**src/rtl/isa_core_fsm.sv**
```systemverilog
// isa_core_fsm: multi-cycle FETCH/DECODE/EXEC/HALT instruction-set core with condition-code PSR.
// Define DIV_EN to enable the DIV/RMD opcodes; otherwise they decode as illegal NOPs.
module isa_core_fsm #(
    parameter int WIDTH    = 32,
    parameter int ADDRSIZE = 12,
    parameter int MAXREGS  = 16,
    parameter int SBITS    = 5
) (
    input  logic                  clk,
    input  logic                  rst,
    output logic [ADDRSIZE-1:0]   INS_ADDR,
    input  logic [2*ADDRSIZE+7:0] INS_MEM,
    output logic [ADDRSIZE-1:0]   MEM_ADDR,
    input  logic [WIDTH-1:0]      MEM_IN,
    output logic [WIDTH-1:0]      MEM_OUT,
    output logic                  MEM_CTRL,
    output logic                  halted,
    output logic                  illegal,
    output logic [1:0]            debuger,
    output logic [SBITS-1:0]      psr_out
);
    localparam int IW   = 2*ADDRSIZE + 8;
    localparam int RIDX = $clog2(MAXREGS);

    localparam logic [3:0] OP_NOP = 4'd0, OP_BRA = 4'd1, OP_LD  = 4'd2, OP_STR = 4'd3,
                           OP_ADD = 4'd4, OP_MUL = 4'd5, OP_CMP = 4'd6, OP_SHF = 4'd7,
                           OP_ROT = 4'd8, OP_HLT = 4'd9, OP_DIV = 4'd10, OP_RMD = 4'd11;
    localparam int P_CARRY = 0, P_EVEN = 1, P_PARITY = 2, P_ZERO = 3, P_NEG = 4;

    typedef enum logic [1:0] {S_FETCH = 2'd0, S_DECODE = 2'd1, S_EXEC = 2'd2, S_HALT = 2'd3} state_t;

    state_t              state_q, state_d;
    logic [ADDRSIZE-1:0] pc_q, pc_d;
    logic [IW-1:0]       ir_q, ir_d;
    logic [SBITS-1:0]    psr_q, psr_d;
    logic [WIDTH-1:0]    rfile_q [MAXREGS];
    logic [WIDTH-1:0]    rfile_d [MAXREGS];
    logic [ADDRSIZE-1:0] mem_addr_q, mem_addr_d;
    logic [WIDTH-1:0]    mem_out_q, mem_out_d;
    logic                mem_ctrl_q, mem_ctrl_d;
    logic                illegal_q, illegal_d;

    // Decode-side view of the incoming word: LD address and STR data are set up a cycle early
    logic [3:0]          dec_op;
    logic                dec_srct;
    logic [ADDRSIZE-1:0] dec_src, dec_dst;
    logic [WIDTH-1:0]    dec_src_val;

    assign dec_op      = INS_MEM[IW-1 -: 4];
    assign dec_srct    = INS_MEM[IW-5];
    assign dec_src     = INS_MEM[2*ADDRSIZE-1 -: ADDRSIZE];
    assign dec_dst     = INS_MEM[ADDRSIZE-1:0];
    assign dec_src_val = dec_srct ? WIDTH'(dec_src) : rfile_q[dec_src[RIDX-1:0]];

    logic [3:0]          op, cc;
    logic [ADDRSIZE-1:0] src_f, dst_f;
    logic [WIDTH-1:0]    src_val, dst_val;

    assign op      = ir_q[IW-1 -: 4];
    assign cc      = ir_q[IW-5 -: 4];
    assign src_f   = ir_q[2*ADDRSIZE-1 -: ADDRSIZE];
    assign dst_f   = ir_q[ADDRSIZE-1:0];
    assign src_val = cc[3] ? WIDTH'(src_f) : rfile_q[src_f[RIDX-1:0]];
    assign dst_val = rfile_q[dst_f[RIDX-1:0]];

    // Shift/rotate count is the raw SRC field read as signed; negative means left
    logic [ADDRSIZE:0] cnt_x, mag;
    logic              shl;
    int                rot_k;
    logic [WIDTH-1:0]  shf_val, rot_val;
    logic [WIDTH:0]    add_res, cmp_res, mul_res;

    assign shl     = src_f[ADDRSIZE-1];
    assign cnt_x   = {src_f[ADDRSIZE-1], src_f};
    assign mag     = shl ? (~cnt_x + (ADDRSIZE+1)'(1)) : cnt_x;
    assign rot_k   = int'(mag) % WIDTH;
    assign add_res = {1'b0, dst_val} + {1'b0, src_val};
    assign cmp_res = {1'b0, dst_val} - {1'b0, src_val};
    assign mul_res = (WIDTH+1)'(dst_val) * (WIDTH+1)'(src_val);

    always_comb begin
        shf_val = '0;
        if (32'(mag) < WIDTH)
            shf_val = shl ? (dst_val << mag) : (dst_val >> mag);
        rot_val = shl ? ((dst_val << rot_k) | (dst_val >> (WIDTH - rot_k)))
                      : ((dst_val >> rot_k) | (dst_val << (WIDTH - rot_k)));
    end

    logic [WIDTH:0]   res;
    logic [WIDTH-1:0] wdata;
    logic             rf_wr, psr_wr, taken;

    always_comb begin
        state_d    = state_q;
        pc_d       = pc_q;
        ir_d       = ir_q;
        psr_d      = psr_q;
        rfile_d    = rfile_q;
        mem_addr_d = mem_addr_q;
        mem_out_d  = mem_out_q;
        mem_ctrl_d = 1'b0;
        illegal_d  = 1'b0;
        res        = '0;
        wdata      = '0;
        rf_wr      = 1'b0;
        psr_wr     = 1'b0;
        taken      = 1'b0;
        unique case (state_q)
            S_FETCH: state_d = S_DECODE;
            S_DECODE: begin
                ir_d    = INS_MEM;
                pc_d    = pc_q + ADDRSIZE'(1);
                state_d = S_EXEC;
                if (dec_op == OP_LD && !dec_srct)
                    mem_addr_d = dec_src;
                if (dec_op == OP_STR) begin
                    mem_addr_d = dec_dst;
                    mem_out_d  = dec_src_val;
                    mem_ctrl_d = 1'b1;
                end
            end
            S_EXEC: begin
                state_d = S_FETCH;
                case (op)
                    OP_NOP: ;
                    OP_BRA: begin
                        case (cc)
                            4'd0:    taken = 1'b1;
                            4'd1:    taken = psr_q[P_CARRY];
                            4'd2:    taken = psr_q[P_EVEN];
                            4'd3:    taken = psr_q[P_PARITY];
                            4'd4:    taken = psr_q[P_ZERO];
                            4'd5:    taken = psr_q[P_NEG];
                            default: illegal_d = 1'b1;
                        endcase
                        if (taken) pc_d = dst_f;
                    end
                    OP_LD: begin
                        wdata = cc[3] ? WIDTH'(src_f) : MEM_IN;
                        res   = {1'b0, wdata};
                        rf_wr = 1'b1; psr_wr = 1'b1;
                    end
                    OP_STR: begin
                        res    = {1'b0, src_val};
                        psr_wr = 1'b1;
                    end
                    OP_ADD: begin res = add_res; wdata = add_res[WIDTH-1:0]; rf_wr = 1'b1; psr_wr = 1'b1; end
                    OP_MUL: begin res = mul_res; wdata = mul_res[WIDTH-1:0]; rf_wr = 1'b1; psr_wr = 1'b1; end
                    OP_CMP: begin res = cmp_res; psr_wr = 1'b1; end
                    OP_SHF: begin res = {1'b0, shf_val}; wdata = shf_val; rf_wr = 1'b1; psr_wr = 1'b1; end
                    OP_ROT: begin res = {1'b0, rot_val}; wdata = rot_val; rf_wr = 1'b1; psr_wr = 1'b1; end
                    OP_HLT: state_d = S_HALT;
`ifdef DIV_EN
                    OP_DIV, OP_RMD: begin
                        psr_wr = 1'b1;
                        if (src_val == '0) begin
                            // Divide by zero keeps the destination and flags CARRY
                            res       = {1'b1, dst_val};
                            illegal_d = 1'b1;
                        end else begin
                            wdata = (op == OP_DIV) ? (dst_val / src_val) : (dst_val % src_val);
                            res   = {1'b0, wdata};
                            rf_wr = 1'b1;
                        end
                    end
`endif
                    default: illegal_d = 1'b1;
                endcase
                if (rf_wr) rfile_d[dst_f[RIDX-1:0]] = wdata;
                if (psr_wr) begin
                    psr_d[P_CARRY]  = res[WIDTH];
                    psr_d[P_EVEN]   = ~res[0];
                    psr_d[P_PARITY] = ^res;
                    psr_d[P_ZERO]   = ~|res;
                    psr_d[P_NEG]    = res[WIDTH-1];
                end
            end
            S_HALT: state_d = S_HALT;
        endcase
    end

    always_ff @(posedge clk) begin
        if (!rst) begin
            state_q    <= S_FETCH;
            pc_q       <= '0;
            ir_q       <= '0;
            psr_q      <= '0;
            mem_addr_q <= '0;
            mem_out_q  <= '0;
            mem_ctrl_q <= 1'b0;
            illegal_q  <= 1'b0;
            for (int i = 0; i < MAXREGS; i++) rfile_q[i] <= '0;
        end else begin
            state_q    <= state_d;
            pc_q       <= pc_d;
            ir_q       <= ir_d;
            psr_q      <= psr_d;
            mem_addr_q <= mem_addr_d;
            mem_out_q  <= mem_out_d;
            mem_ctrl_q <= mem_ctrl_d;
            illegal_q  <= illegal_d;
            rfile_q    <= rfile_d;
        end
    end

    assign INS_ADDR = pc_q;
    assign MEM_ADDR = mem_addr_q;
    assign MEM_OUT  = mem_out_q;
    assign MEM_CTRL = mem_ctrl_q;
    assign illegal  = illegal_q;
    assign halted   = (state_q == S_HALT);
    assign debuger  = state_q;
    assign psr_out  = psr_q;

endmodule

```
**config.mk**
```make
export PLATFORM = sky130hd
export DESIGN_NAME = isa_core_fsm
export DESIGN_NICKNAME = d
export VERILOG_FILES = /design/src/rtl/isa_core_fsm.sv
export SDC_FILE = /design/constraint.sdc
export NUM_CORES = 2
export LEC_CHECK = 0
export CAP_MARGIN = 0
export CORE_AREA = 4 4 372 374
export DETAILED_ROUTE_END_ITERATION = 16
export DIE_AREA = 0 0 376 378
export PLACE_DENSITY_LB_ADDON = 0.1
export SLEW_MARGIN = 10
export SYNTH_ARGS = -nofsm -noshare
export SYNTH_HDL_FRONTEND = slang
export SYNTH_SLANG_ARGS = --single-unit
```
**constraint.sdc**
```tcl
create_clock -name clk -period 11 [get_ports clk]
set_input_delay 1.65 -clock clk [delete_from_list [all_inputs] [get_ports clk]]
set_output_delay 1.65 -clock clk [all_outputs]
set_load 0.03 [all_outputs]
```
# ---- Yosys cells after proc, flatten, opt, wreduce, memory -nomap -nowiden
# Index checks and enable logic that the tools add are counted.
dict set report totals {
  register_bits 609
  latchBits 0
  ram_bits 0
  mem_bits_ro 0
  in_bits 66
  out_inout_bits 66
  word_cells 131
  mem_count 0
}
dict set report op_classes {
  n_addsub 5
  mul 1
  div 0
  order_cmp 5
  eq_ne 21
  shift 6
  muxes 40
  bitwise_logic 7
  n_reduce_logical 22
}
# cell count
set ops {}
lappend ops {{512-bit bitwise mux} 1}
lappend ops {{32-bit 2-to-1 mux} 14}
lappend ops {{32-bit binary-select mux with 4-bit select} 3}
lappend ops {{33-bit one-hot mux with 7 select lines} 1}
lappend ops {{32-bit one-hot mux with 5 select lines} 1}
lappend ops {{32-bit demux with 4-bit select} 1}
lappend ops {{32-bit OR} 2}
lappend ops {{12-bit 2-to-1 mux} 4}
lappend ops {{32-bit by 32-bit adder with 33-bit output} 1}
lappend ops {{32-bit by 32-bit multiplier with 33-bit output} 1}
lappend ops {{33-bit 2-to-1 mux} 1}
lappend ops {{33-bit OR reduction} 1}
lappend ops {{33-bit XOR reduction} 1}
lappend ops {{32-bit by 32-bit subtractor with 33-bit output} 1}
lappend ops {{32-bit by 13-bit << shifter with 32-bit output} 1}
lappend ops {{32-bit by 32-bit << shifter with 32-bit output} 1}
lappend ops {{32-bit by 5-bit << shifter with 32-bit output} 1}
lappend ops {{32-bit by 13-bit right shift with 32-bit output} 1}
lappend ops {{32-bit by 32-bit right shift with 32-bit output} 1}
lappend ops {{32-bit by 5-bit right shift with 32-bit output} 1}
lappend ops {{4-bit by 2-bit equality test with 1-bit output, second input constant} 6}
lappend ops {{4-bit by 3-bit equality test with 1-bit output, second input constant} 6}
lappend ops {{12-bit one-hot mux with 2 select lines} 1}
lappend ops {{5-bit >= comparator, second input constant} 3}
lappend ops {{other kinds (30)} 52}

# ---- Logic depth before layout (Yosys ltp)
dict set report logic_depth {
  depth_word 11
  ltp_mapped 47
  depth_no_buf 40
}

# ---- Worst setup path after synthesis
# Ideal clock, no wire load.
dict set report synth_timing {
  kind {register to register}
  startpoint {register ir_q[12]}
  endpoint {register psr_q[2] (netlist: psr_out[2])}
  setup_time_ps 132
  arrival_time_ps 10354
  required_ps 10868
  path_slack_ps 514
  stages_incl_launch_ff 46
  path_buffers 12
  synth_period_minus_slack_ps 10486
  path_cell_list {dfxtp_1 buf_4 buf_6 buf_4 buf_6 buf_6 buf_4 buf_6 buf_4 buf_2 mux4_2 mux4_2 and2_1 clkbuf_1 clkbuf_1 nand2_1 fa_1 inv_1 [10 not listed] clkbuf_1 nand3_1 nor2_1 nor3_1 o21ai_0 o2111ai_1 o21ai_0 xor2_1 a221oi_4 and2_4 and3_1 ha_1 xor2_1 xnor2_1 xnor2_1 xnor2_1 xnor2_1 a21oi_1}
}
dict set report synth_via {
  elab_chain_len 10
  word_cells_on_any_way 28
  cone_classes {4 x add/sub; 1 x mul; 1 x order compare; 6 x shift; 11 x mux; 4 x bitwise; 1 x reduce/logical}
}
# item line
set synth_rtl {}
lappend synth_rtl {{start, declared} 34} ;# logic [IW-1:0] ir_q, ir_d;
lappend synth_rtl {{start signal, assigned} 196} ;# ir_q <= ir_d;
lappend synth_rtl {{branches (longest 7 deep; another with 32-bit by 32-bit multiplier with 33-bit output)} --}
lappend synth_rtl {{33-bit one-hot mux with 7 select lines (*)} 124} ;# case (op)
lappend synth_rtl {{33-bit 2-to-1 mux (*)} 108} ;# unique case (state_q)
lappend synth_rtl {{33-bit XOR reduction (*)} 173} ;# psr_d[P_PARITY] = ^res;
lappend synth_rtl {{end signal, assigned} 197} ;# psr_q <= psr_d;
lappend synth_rtl {{end, declared} 35} ;# logic [SBITS-1:0] psr_q, psr_d;
# Every way passes the cells marked *. The select of a mux whose other input is x is not followed.
# A chain may end at the register's enable or synchronous reset.

# ---- Final worst setup path
dict set report layout_timing {
  startpoint {register ir_q[1]}
  endpoint {register psr_q[2] (netlist: psr_out[2])}
}
dict set report layout_via {
  elab_chain_len 10
  word_cells_on_any_way 21
  cone_classes {2 x add/sub; 1 x mul; 6 x shift; 8 x mux; 3 x bitwise; 1 x reduce/logical}
}
# item line
set layout_rtl {}
lappend layout_rtl {{4-bit inverter with 5-bit output (implied by the code) (*)} 64} ;# assign dst_val = rfile_q[dst_f[RIDX-1:0]];
lappend layout_rtl {{32-bit binary-select mux with 4-bit select (*)} 64}
lappend layout_rtl {{32-bit 2-to-1 mux (implied by the code) (*) (2 in series)} 64}
lappend layout_rtl {{branches (longest 3 deep; another with 32-bit by 32-bit multiplier with 33-bit output)} --}
lappend layout_rtl {{33-bit one-hot mux with 7 select lines (*)} 124}
lappend layout_rtl {{33-bit 2-to-1 mux (*)} 108}
lappend layout_rtl {{33-bit XOR reduction (*)} 173}
# Marks and branches as above.

==> flow_summary.json <==
{
  "rsz0062_at_grt": "false",
  "cts_sinks": 609,
  "syn2layout_area_growth_pct": 10.4,
  "port_buffers": 131,
  "path_clk_slew_ns": 0.07,
  "dp_hpwl_um": 199000,
  "hold_buffers": 0,
  "cellPowerDensity_nw_per_um2": 91.3,
  "grt.total_usage_pct": 37.6,
  "drt_iter0_markers": 6359,
  "syn_nets": 7378,
  "initial_core_util_pct": 45.8,
  "cp.arrival_ns": 11.21,
  "coreArea_sq_um": 135000,
  "synth-main-ff-cell": "dfxtp_1",
  "path_max_fanout": 23,
  "final_cells": 8432,
  "finalHoldWorstSlack_ns": 0.483,
  "pre_cts_ws_ns": -0.281,
  "critPathCaptureType": "register",
  "rows": 135,
  "multi_input_area_sq_um": 44800,
  "cts-root-buf": "clkbuf_16",
  "syn_area_sq_um": 61800,
  "yosys_register_bits": 609,
  "cap_violations": 0,
  "synth_area_per_cell_sq_um": 9.28,
  "grt-ovfl-total": 0,
  "async_flop_share_pct": 0,
  "start_kind": "register",
  "slowest_delay_ns": 0.69,
  "dieArea_sq_um": 142000,
  "worstMarginPinSlew_ns": 1.30,
  "grt_start_max_net_pins": 249,
  "post-route-util_pct": 50.6,
  "relSlewSlack_pct": 13.1,
  "status": "completed",
  "yosysWarnings": 0,
  "fin_ws_ns": 0.307,
  "place.gp.congestion": 1.04,
  "drt-wirelength-per-cell_um": 32.4,
  "synth_edf_count": 0,
  "clk_path_buf_depth": 3,
  "numCtsBuffers": 67,
  "vias_per_cell": 6.50,
  "irDropWorstVdd_v": 0.000141,
  "synthTopCellsByArea": "dfxtp_1 (20%), mux4_2 (16%), fa_1 (14%)",
  "pin_count": 132,
  "finalMaxSlewViolations": 0,
  "crit_path_frequent_cell": "fa_1",
  "setup_viol": 0,
  "grt_pass1_wl_um": 390000,
  "die_h_um": 378,
  "min_path_type": "reg -> reg",
  "synth_cell_types": 113,
  "critPathKind": "reg -> reg",
  "finalSetupTns_ns": 0,
  "seq_area_frac_synth_pct": 19.7,
  "total_power_mw": 6.23,
  "fmaxAchievable_mhz": 93.5,
  "placed_area_sq_um": 65200,
  "drc": 0,
  "nFillCells": 12700,
  "fin_nets": 7313,
  "finalHoldViolCount": 0,
  "slowest_stage": "mux4_2",
  "vias": 54800,
  "cts_tree": "built",
  "fp.dieW_um": 376,
  "post-route-period-util_pct": 97.2,
  "synth_top_area_share_pct": 19.7,
  "drive_gt1_share_pct": 17.7,
  "p_leak_nw": 26.7,
  "syn-instance-count": 6660,
  "clock-skew-final_ns": 0.0571,
  "fin_area_sq_um": 68300,
  "cts_max_level": 3,
  "drt_wl_total_um": 273000,
  "antenna_found_initial": 11,
  "required_ns": 11.52,
  "drt_pass1_iterations": 8,
  "placed_cells": 8262,
  "synth_top_area_cell": "dfxtp_1",
  "postRouteAntennaNets": 0,
  "clk_latency_ns": 0.67,
  "period_needed_ns": 10.69,
  "grt_pass1_vias": 53600,
  "area.sequential_sq_um": 12200
}
## synth_stat cells, types with 12 or more instances
cell type	count
xnor3_1	13
nand3_1	44
a21o_1	33
buf_2	105
nor2b_1	42
o21ai_1	18
and3_1	28
clkbuf_1	384
mux2i_1	223
mux4_1	32
nor2_1	634
inv_1	587
o22ai_1	44
dfxtp_1	609
xnor2_1	122
o21ai_0	523
mux4_2	452
nand4_1	12
a21oi_1	560
nand2b_1	23
ha_1	212
o211ai_1	27
o31ai_1	18
a211oi_1	190
o21a_1	16
fa_1	440
o221ai_1	19
a221oi_1	12
o221a_2	22
o21bai_1	18
a21oi_2	32
buf_1	53
a22oi_1	33
nand2_1	504
nor3_1	61
xor2_1	21
a31oi_1	25
buf_4	34
mux2_2	72
and2_1	108
buf_6	27
clkinv_1	12
## worst paths after layout
check	startpoint	end	slack, ns	depth (start not counted)
setup / recovery	ir_q[1]	psr_out[2]	0.31	37
hold / removal	MEM_OUT[3]	MEM_OUT[3]	0.48	2
setup reg to reg	ir_q[1]	psr_out[2]	0.31	37
hold reg to reg	MEM_OUT[3]	MEM_OUT[3]	0.48	2
## area by class of cell
class                   count  share of cell area, %
multi-input cells        4829                   65.6
flip-flops and latches    609                   17.9
repair buffers            485                   6.34
inverters                 603                   3.39
well taps                1781                   3.26
clock buffers              86                   2.75
clock inverters            34                  0.730
diodes                      5                 0.0183
## cells by family after synthesis
logic type | synth area share, %
buffers and inverters | 8.44
XOR/XNOR | 2.50
multiplexers | 22.9
AND/OR/NAND/NOR | 10.6
adder cells (fa/ha/maj) | 18.5
AO/OA/AOI/OAI | 17.3
flip-flops | 19.7
## timing repair
item                       4_1_cts  5_1_grt
resized for setup                5       39
buffers inserted                 0       43
setup endpoints to repair        2        2
gates cloned                     0        2
pin swaps                        0        3
## power by group
group / leakage, nW / total (mW) / switching (mW) / internal, mW
registers: 4.91 / 2.26 / 0.0363 / 2.22
clock network: 1.17 / 2.46 / 1.02 / 1.44
logic: 20.7 / 1.51 / 0.991 / 0.522
total: 26.7 / 6.23 / 2.05 / 4.18
## registers in the layout, summed over array words and instances (netlist names)
signal,count
INS_ADDR,12
MEM_ADDR,12
MEM_CTRL,1
MEM_OUT,32
debuger,2
illegal,1
ir_q,32
psr_out,5
rfile_q,512
## cell usage in the layout (no fill, tap or decap), drive strengths merged, types with 45 or more instances in the layout
| cell type | n |
|---|---|
| mux2 | 76 |
| and2 | 113 |
| inv | 587 |
| fa | 440 |
| nand3 | 45 |
| a211oi | 194 |
| nand2 | 505 |
| nor2 | 636 |
| xnor2 | 122 |
| o21ai | 542 |
| ha | 212 |
| a21oi | 592 |
| o22ai | 47 |
| mux2i | 224 |
| clkbuf | 90 |
| mux4 | 485 |
| clkdlybuf4s50 | 126 |
| dfxtp | 609 |
| buf | 355 |
| nor3 | 62 |
## routing by layer
metal	wire length (um)	track usage, %	up-vias	part of all wire (%)
met5	11	0	-	0.0040
met4	20900	23.6	2	7.7
met3	24800	7.16	696	9.1
met2	121000	57.8	2885	44
met1	106000	49.1	27800	39
li1	-	-	23500	-
## critical path, delay by kind of cell, from the launching register on
| kind | cells | cell delay (ns) |
|---|---|---|
| fa+ha+maj | 10 | 4.09 |
| compound gates | 9 | 2.14 |
| buf+inv | 8 | 1.08 |
| flops | 1 | 0.49 |
| simple gates | 2 | 0.39 |
| mux | 2 | 1.30 |
| xor+xnor | 6 | 1.03 |
Note: power is estimated with default switching activity, not from simulation.
